<file path="src/rtl/sequence_detector.sv">
// ----------------------------------------------------------------------------
// sequence_detector
// Serial run detector. The flag z is high while the most recent RUN_LEN bits
// sampled on x are all identical (all ones or all zeros). Runs may overlap, so
// z stays high for as long as the run continues. z is a registered Moore
// output with no combinational path from x.
//
// The state is a small run FSM (IDLE / RUN0 / RUN1) plus a saturating run
// counter. Together they cover the RUNb_k states for k = 1..RUN_LEN: the enum
// value gives the polarity of the current run and cnt_r gives k. The counter
// saturates at RUN_LEN and never wraps. Legal RUN_LEN range is 2..16.
// ----------------------------------------------------------------------------
module sequence_detector #(
   parameter int RUN_LEN = 4
) (
   input  logic clk,
   input  logic rst,
   input  logic x,
   output logic z
);

   // Counter width is just wide enough to hold the value RUN_LEN itself.
   localparam int CW = $clog2(RUN_LEN + 1);

   localparam logic [CW-1:0] CNT_ZERO = {CW{1'b0}};
   localparam logic [CW-1:0] CNT_ONE  = {{(CW-1){1'b0}}, 1'b1};
   localparam logic [CW-1:0] CNT_MAX  = CW'(RUN_LEN);

   // IDLE means no bit has been sampled since reset. RUN0 and RUN1 give the
   // polarity of the current run, which is also the most recent sampled bit.
   typedef enum logic [1:0] {
      ST_IDLE = 2'd0,
      ST_RUN0 = 2'd1,
      ST_RUN1 = 2'd2
   } state_t;

   state_t          state_r;
   logic [CW-1:0]   cnt_r;
   logic            z_r;

   state_t          next_state_s;
   logic [CW-1:0]   next_cnt_s;
   logic            next_z_s;

   // Derived views of the state, kept for readability and debug visibility.
   logic            valid_s;
   logic            last_s;

   assign valid_s = (state_r != ST_IDLE);
   assign last_s  = (state_r == ST_RUN1);

   // Next-state and next-count logic. An equal bit extends the run and the
   // count saturates at RUN_LEN. A differing bit starts a new run of length 1.
   always_comb begin
      next_state_s = state_r;
      next_cnt_s   = cnt_r;
      case (state_r)
         ST_IDLE: begin
            if (x == 1'b1) begin
               next_state_s = ST_RUN1;
            end else begin
               next_state_s = ST_RUN0;
            end
            next_cnt_s = CNT_ONE;
         end
         ST_RUN0: begin
            if (x == 1'b0) begin
               next_state_s = ST_RUN0;
               if (cnt_r >= CNT_MAX) begin
                  next_cnt_s = CNT_MAX;
               end else begin
                  next_cnt_s = cnt_r + CNT_ONE;
               end
            end else begin
               next_state_s = ST_RUN1;
               next_cnt_s   = CNT_ONE;
            end
         end
         ST_RUN1: begin
            if (x == 1'b1) begin
               next_state_s = ST_RUN1;
               if (cnt_r >= CNT_MAX) begin
                  next_cnt_s = CNT_MAX;
               end else begin
                  next_cnt_s = cnt_r + CNT_ONE;
               end
            end else begin
               next_state_s = ST_RUN0;
               next_cnt_s   = CNT_ONE;
            end
         end
         default: begin
            // An unreachable encoding recovers to IDLE with no history.
            next_state_s = ST_IDLE;
            next_cnt_s   = CNT_ZERO;
         end
      endcase
   end

   // The detect flag is computed from the next state, so the registered z
   // rises on the same edge that samples the RUN_LEN-th equal bit.
   always_comb begin
      if ((next_state_s != ST_IDLE) && (next_cnt_s == CNT_MAX)) begin
         next_z_s = 1'b1;
      end else begin
         next_z_s = 1'b0;
      end
   end

   // State register with asynchronous reset. Reset discards all run history.
   always_ff @(posedge clk or posedge rst) begin
      if (rst) begin
         state_r <= ST_IDLE;
         cnt_r   <= CNT_ZERO;
         z_r     <= 1'b0;
      end else begin
         state_r <= next_state_s;
         cnt_r   <= next_cnt_s;
         z_r     <= next_z_s;
      end
   end

   assign z = z_r;

endmodule

</file>
<file path="config.mk">
export PLATFORM = sky130hd
export DESIGN_NAME = sequence_detector
export DESIGN_NICKNAME = d
export VERILOG_FILES = /design/src/rtl/sequence_detector.sv
export SDC_FILE = /design/constraint.sdc
export NUM_CORES = 1
export LEC_CHECK = 0
export BUFFER_PORTS_ARGS = -buffer_cell sky130_fd_sc_hd__clkbuf_2
export CAP_MARGIN = 20
export CORE_AREA = 4 4 41 43
export DETAILED_ROUTE_END_ITERATION = 8
export DIE_AREA = 0 0 45 47
export PLACE_DENSITY = 0.33
export REMOVE_ABC_BUFFERS = 1
export SLEW_MARGIN = 20
export SYNTH_ARGS = -nofsm -noshare
export SYNTH_HDL_FRONTEND = slang
export SYNTH_SLANG_ARGS = --single-unit
</file>
<file path="constraint.sdc">
create_clock -name clk -period 2.8 [get_ports clk]
set_input_delay 0.28 -clock clk [delete_from_list [all_inputs] [get_ports clk]]
set_output_delay 0.28 -clock clk [all_outputs]
set_load 0.05 [all_outputs]
</file>
Yosys cells after proc, flatten, opt, wreduce, memory -nomap -nowiden
Cells that the tools add are included.

storage, ports and cells
  register bits after elaboration = 6
  input port bits = 3
  output and inout port bits = 1
  word-level logic and storage cells = 19

cells by class
  add/subtract/negate cells = 1
  order comparisons = 1
  equality and inequality tests = 3
  mux-type cells = 7
  reductions and logical operators = 4

operators by type and width
  cell                                                                   number
  3-bit two-way mux                                                      3
  3-bit one-hot mux with 3 select lines                                  1
  2-bit two-way mux                                                      2
  3-bit by 1-bit adder with 3-bit output, second input constant          1
  3-bit equality test, second input constant                             1
  3-bit greater-or-equal comparator, second input constant               1
  3-bit OR reduction                                                     1
  2-bit by 1-bit equality test with 1-bit output, second input constant  1
  2-bit equality test, second input constant                             1
  2-bit logical NOT                                                      1
  2-bit nonzero test                                                     1
  1-bit logical AND                                                      1
  1-bit two-way mux                                                      1

Depth between registers and ports, before layout
Gate-level depths: netlist of run 1.

  depth after elaboration = 7
  depth in mapped cells = 4
  gate-level depth less buffers = 4

Worst setup path after synthesis of run 1
OpenSTA, ideal clock, no wires.

  kind = register -> register
  from = register state_r[1]
  to = register z_r (netlist: z)
  setup time = 0.082 ns
  arrival time = 0.967 ns
  data required time = 2.718 ns
  path slack = 1.751 ns
  stages on the path, launching flop included = 3
  buffers on the path = 0
  clock period less this slack = 1.049 ns
  cell sequence = dfrtp_1 or3b_1 a22oi_2

on the way
  word-level cells in the longest chain between the ends = 6
  elaborated cells on any way between the ends = 10
  classes of those cells = eq/ne (3); mux (3); reduce/logical (4)

RTL lines
  item                                               line  RTL
  from (decl)                                        37    state_t state_r;
  from (signal assigned)                             117   state_r <= next_state_s;
  2-bit equality test, or another cell as far along  57    case (state_r)
  3-bit OR reduction (no source line)                --
  2-bit two-way mux                                  --
  2-bit nonzero test                                 103   if ((next_state_s != ST_IDLE) && (next_cnt_s == CNT_MAX)) begin
  1-bit logical AND (*)                              103
  1-bit two-way mux (*)                              103
  net next_z_s                                       43    logic next_z_s;
  to (signal assigned)                               119   z_r <= next_z_s;
  to (decl)                                          39    logic z_r;

Mark *: on every way through the listed nets, which the timed path passes. The rest lies on a longest branch.

Worst setup path in the final report of run 1
  from = register cnt_r[0]
  to = register z_r (netlist: z)

on the way
  word-level cells in the longest chain between the ends = 7
  elaborated cells on any way between the ends = 9
  classes of those cells = add/sub (1); order compare (1); eq/ne (1); mux (5); reduce/logical (1)

RTL lines
  item                                                                                                line    RTL
  from (decl)                                                                                         38      logic [CW-1:0] cnt_r;
  from (signal assigned)                                                                              118     cnt_r <= next_cnt_s;
  3-bit by 1-bit adder with 3-bit output / 3-bit greater-or-equal comparator (equally long branches)  --
  3-bit two-way mux (*)                                                                               69, 82
  3-bit two-way mux, on equally long branches                                                         80, 67
  3-bit one-hot mux with 3 select lines (*)                                                           57
  3-bit equality test (*)                                                                             103
  1-bit logical AND (*)                                                                               103
  1-bit two-way mux (*)                                                                               103
  net next_z_s                                                                                        43

Marks and branches as above.

==> results of run 1 <==
-- layout make-up --
cell class,count,area (um2)
multi-input combinational,15,116
timing repair buffer,4,25.0
clock buffer,3,22.5
fill,156,953
tap,15,18.8
inverter,4,15.0
sequential,6,150
-- power by group through the flow --
stage          logic, mW  registers, mW  clock network (mW)
4_1_cts           0.0280         0.0997              0.0872
6_report          0.0272         0.0999              0.0834
3_5_place_dp      0.0267          0.101                   0
2_1_floorplan     0.0187          0.101                   0
5_1_grt           0.0314          0.101              0.0917
3_3_place_gp      0.0251          0.101                   0
-- worst max-delay path: stages, from the launching register on --
cell and delay (ns):
dfrtp_1 0.38, inv_1 0.06, ha_1 0.30, nand3b_1 0.18, a22oi_2 0.13
-- cells in the final DEF, fill, tap and decap left out, types with 2 or more instances in the layout --
cell and n:
nor2_1 2, ha_1 2, inv_1 4, clkbuf_4 3
dfrtp_1 6, clkbuf_2 3, a21oi_1 3, nand3b_1 2
-- worst paths after layout --
check	cells after the start	slack (ns)	end	startpoint
setup / recovery	4	1.67	z	cnt_r[0]
hold / removal	2	0.26	state_r[0]	x
setup reg to reg	4	1.67	z	cnt_r[0]
hold reg to reg	1	0.52	cnt_r[0]	state_r[0]
max in group asynchronous	3	2.13	cnt_r[2]	rst
min in group asynchronous	3	0.47	cnt_r[0]	rst
-- metrics by stage --
stage	worst slack, ns	utilization [%]	instances
after floorplan	1.75	-	25
after global placement	1.69	24.2	43
after detailed placement	1.66	24.2	43
after CTS	1.65	26.7	47
after global routing	1.60	26.7	47
final	1.67	26.7	47
-- registers in the layout (all words and copies together), names as in the netlist --
name	count
state_r	2
cnt_r	3
z	1
-- metal layers --
layer	part of all wire [%]	track usage, %
met2	47	9.60
met1	40	5.56
met3	7.2	5.75
met4	4.9	8.77
met5	0	0
-- cells by family after synthesis --
| group | after synthesis |
|---|---|
| AOI/OAI and AO/OA | 6 |
| buffers and inverters | 4 |
| and+or+nand+nor | 6 |
| muxes | 1 |
| adders and majority gates | 2 |
| DFF | 6 |
==> flow_summary_export.csv, run 1 <==
group,metric,value,unit
setup_path,path_class,"flop to flop",
logic_synthesis,yosysSeqAreaShare,53.3,%
final_layout,design.final.nets,39,
drt,drc,0,
clock_network,clockBufferDepth,2,
drt,drtIter0Drc,2,
global_route,grt_max_degree,7,
power,power,210,uW
setup_path,cp.required,2.97,ns
sta,drv_slew,0,
logic_synthesis,syn_inst,25,
sta,fmax,0.885,GHz
logic_synthesis,syn_area_per_cell,11.3,um2
sta,fin_crit,1.13,ns
power,clockPowerShare,39.6,%
sta,relSlewSlack,81.7,%
setup_path,critPathMaxFanout,4,
power,pwr-share-comb,12.9,%
global_route,grt_pass1_wl,869,um
clock_network,postCtsHoldBufs,1,
die,io_pins,4,
drt,viasPerCell,4.38,
die,fp.dieArea,0.00212,mm2
final_layout,areaGrowthSynthToFinish,23.6,%
drt,first_pass_iters,2,
drt,drt_wl_total,515,um
global_route,grt_pass1_vias,214,
place,placed_area,315,um2
logic_synthesis,synthMuxAreaShare,3.56,%
die,die_h,47,um
global_route,antenna_found_initial,0,
logic_synthesis,yosys.area_share.simple,13.3,%
logic_synthesis,synth_compound_area_share,15.6,%
setup_path,worstSetupStartpointType,"flop",
logic_synthesis,ys_ff_latch,6,
die,core,0.00130,mm2
logic_synthesis,yosysMostFrequentCell,"dfrtp_1",
logic_synthesis,synth.cell_area,282,um2
clock_network,postCtsResizedCells,0,
drt,antenna_left,0,
drt,wl_per_cell,11.0,um
power,p_sw_share,26.2,%
logic_synthesis,synthTopCellsByArea,"dfrtp_1, ha_1, a21oi_1",
final_layout,antennaDiodeCount,0,
clock_network,cts_tree,"built",
logic_synthesis,synth_top_area_share,53.3,%
sta,rsz0062_at_grt,"false",
logic_synthesis,yosys_warnings,0,
setup_path,end_kind,"flop",
power,p_per_area,605,mW/mm2
clock_network,cts_setup_buffers,0,
setup_path,crit_arrival,1.30,ns
die,initial_core_util,21.6,%
sta,period_share,40.4,%
clock_network,numClockSinks,6,
run,max_cap_viol_count,0,
logic_synthesis,synth_edf_count,0,
sta,fin_tns_setup,0,ns
clock_network,cts_buffers,3,
logic_synthesis,yosys.area_share.adder,8.89,%
sta,worst_pin_slew,0.275,ns
sta,hold_viol,0,
sta,hold_slack,0.256,ns
logic_synthesis,yosys-top-cells-count,"dfrtp_1, inv_1, a21oi_1",
die,rows,13,
status,status,"finished clean",
logic_synthesis,synthXorXnorAreaFrac,0,%
power,p_leak,0.166,nW
global_route,grt-ovfl-total,0,
min_path,worstHoldPathType,"input port to flop",
clock_network,clock_latency,0.25,ns
power,power.switching,55.1,uW
logic_synthesis,synth_area_leader_cell,"dfrtp_1",
die,die_x,45,um
global_route,grtUsageTotal,7.00,%
place,numPortBuffers,3,
logic_synthesis,async_reset_ff_share,100,%
clock_network,cts.clk_slew.worst_paths,0.05,ns
logic_synthesis,synth_top_family_by_area,"compound AO/OA/AOI/OAI gates",
final_layout,drive_above_1_share,21.9,%
drt,vias,206,
sta,finalClockSkew,0.00197,ns
sta,setup_viol,0,
power,ir_drop,0.136,mV
final_layout,design_area,348,um2
power,internal_power,155,uW
place,gp_congestion,0.641,
clock_network,htreeDepth,1,
power,seq_power_share,47.5,%
clock_network,cts_root_buffer,"clkbuf_4",
logic_synthesis,ys_types,12,
logic_synthesis,synthFlopType,"dfrtp_1",
Power figures use the tool's default switching activity.
==> run 2: changes to the inputs <==
- PLACE_DENSITY: 0.33 -> 0.34
- clock period: 2.8 -> 1 ns (I/O delays scaled with it)
==> run 2 against run 1 <==
Net effect: the flow now finishes with violations (negative setup slack); combinational power rose to 4.0 times the previous value; setup slack got worse by 1.7 ns; wire length decreased by 0.58%; clock skew decreased by 0.0018 ns; sequential share of layout area is 4.2 points lower; flip-flop and latch count did not move; sequential power grew to 2.7 times the previous value; largest power group unchanged; highest routed layer is now met3.
==> flow_summary_export.csv, run 2 (same netlist as run 1, synthesis figures left out) <==
group,metric,value,unit
setup_path,crit_start,"cnt_r[1]",
die,io_pins,4,
final_layout,largest_reg_flops,3,
die,core,0.00130,mm2
drt,wl_per_cell,9.85,um
clock_network,postCtsResizedCells,0,
clock_network,cts_buffers,3,
setup_path,end_kind,"flop",
sta,hold_viol,0,
drt,drc,0,
die,rows,13,
sta,fin_crit,1.05,ns
sta,hold_slack,0.158,ns
clock_network,numClockSinks,6,
drt,drtIter0Drc,5,
setup_path,slowest_stage,"dfrtp_1",
global_route,antenna_found_initial,0,
sta,drv_slew,0,
final_layout,antennaDiodeCount,0,
sta,finalClockSkew,0.000156,ns
final_layout,final_common_cell,"dfrtp_1",
final_layout,multi_input_area,116,um2
clock_network,cts_tree,"built",
setup_path,rr_endpoint,"z",
global_route,grt-ovfl-total,0,
setup_path,max_stage_delay,0.34,ns
place,place_hpwl,382,um
clock_network,cts.clk_slew.worst_paths,0.04,ns
global_route,grtUsageTotal,6.83,%
final_layout,final_util,29.6,%
die,initial_core_util,21.6,%
drt,first_pass_iters,4,
sta,setup_ws,-0.0534,ns
min_path,worstHoldPathType,"input port to flop",
setup_path,cp.required,1.16,ns
final_layout,register_area,150,um2
die,die_x,45,um
setup_path,r2r-start,"cnt_r[1]",
die,die_h,47,um
setup_path,r2r_slack,-0.05,ns
setup_path,critPathMaxFanout,2,
min_path,min_from,"x",
run,max_cap_viol_count,0,
global_route,grt_pass1_vias,233,
final_layout,areaGrowthSynthToFinish,36.9,%
power,ir_drop,0.560,mV
final_layout,largest-register,"cnt_r",
status,status,"complete, but fails checks",
setup_path,worstSetupStartpointType,"flop",
final_layout,design_area,385,um2
clock_network,clock_latency,0.24,ns
min_path,min_to,"state_r[0]",
sta,relSlewSlack,81.7,%
min_path,holdPathStages,3,
drt,drt_wl_total,512,um
final_layout,drive_above_1_share,32.4,%
status,violations,"negative setup slack",
die,fp.dieArea,0.00212,mm2
power,p_leak,0.190,nW
final_layout,design.final.nets,44,
setup_path,reg2reg_depth,4,
sta,period_share,105,%
setup_path,crit_arrival,1.22,ns
drt,viasPerCell,4.15,
sta,rsz0062_at_grt,"true",
drt,vias,216,
place,dp_cells,47,
clock_network,clockBufferDepth,2,
place,gp_congestion,0.658,
global_route,grt_max_degree,7,
drt,antenna_left,0,
place,placed_area,345,um2
clock_network,cts_root_buffer,"clkbuf_4",
sta,worst_pin_slew,0.276,ns
setup_path,path_class,"flop to flop",
sta,fmax,0.949,GHz
sta,setup_viol,3,
power,power,599,uW
final_layout,final-instance-count-excl-fill,52,
global_route,grt_pass1_wl,938,um
place,numPortBuffers,3,
final_layout,nFillCells,135,
setup_path,crit_chain,"inv_1 -> ha_1 -> nand3b_1 -> a22oi_2",
power,p_per_area,1550,mW/mm2
final_layout,layout_common_cells,"dfrtp_1, buf_4, inv_1",
clock_network,htreeDepth,1,
run 2: changes by cell type in the layout (fill, tap and decap cells not counted), sizes merged:
cell,delta
buf,+5
run 2: what timing repair did:
| item | CTS | global route |
|---|---|---|
| hold endpoints to repair | 6 | 0 |
| pin swaps | 1 | 0 |
| hold buffers | 1 | 0 |
| setup endpoints to repair | 3 | 3 |
| setup buffers | 1 | 0 |
run 2: final cells by class:
class | count | area share [%]
repair buffers | 9 | 16.2
clock buffers | 3 | 5.84
well taps | 15 | 4.87
multi-input cells | 15 | 30.2
flip-flops and latches | 6 | 39.0
inverters | 4 | 3.90
run 2: how the worst max path moves through the flow:
stage	to	slack, ns	cells past startpoint
after detailed placement	z	-0.05	4
after CTS	z	-0.06	4
after global routing	z	-0.13	4
after global placement	z	-0.04	4
final	z	-0.05	4
after floorplan	z	-0.05	2
run 2: through the flow:
stage	setup slack, ns	setup TNS, ns
after detailed placement	-0.0508	-0.0818
after floorplan	-0.0487	-0.0665
after CTS	-0.0615	-0.147
after global placement	-0.0374	-0.0549
after global routing	-0.129	-0.270
final	-0.0534	-0.104
run 2: worst max-delay path: cells and delay by family (launching register included):
| kind | cells | cell delay, ns |
|---|---|---|
| buf+inv | 1 | 0.05 |
| simple gates | 1 | 0.18 |
| flops | 1 | 0.34 |
| compound gates | 1 | 0.12 |
| fa+ha+maj | 1 | 0.29 |
run 2: per-layer routing:
metal	vias to the layer above	share of wire (%)	track usage, %
met2	5	47	9.89
met5	-	0	0
li1	110	-	-
met1	101	46	7.62
met3	0	6.4	3.45
met4	0	0	5.26
run 2: where the power goes:
group          total, mW  switching, mW  internal (mW)
combinational      0.108         0.0503         0.0581
sequential         0.271        0.00930          0.262
clock              0.219         0.0840          0.136
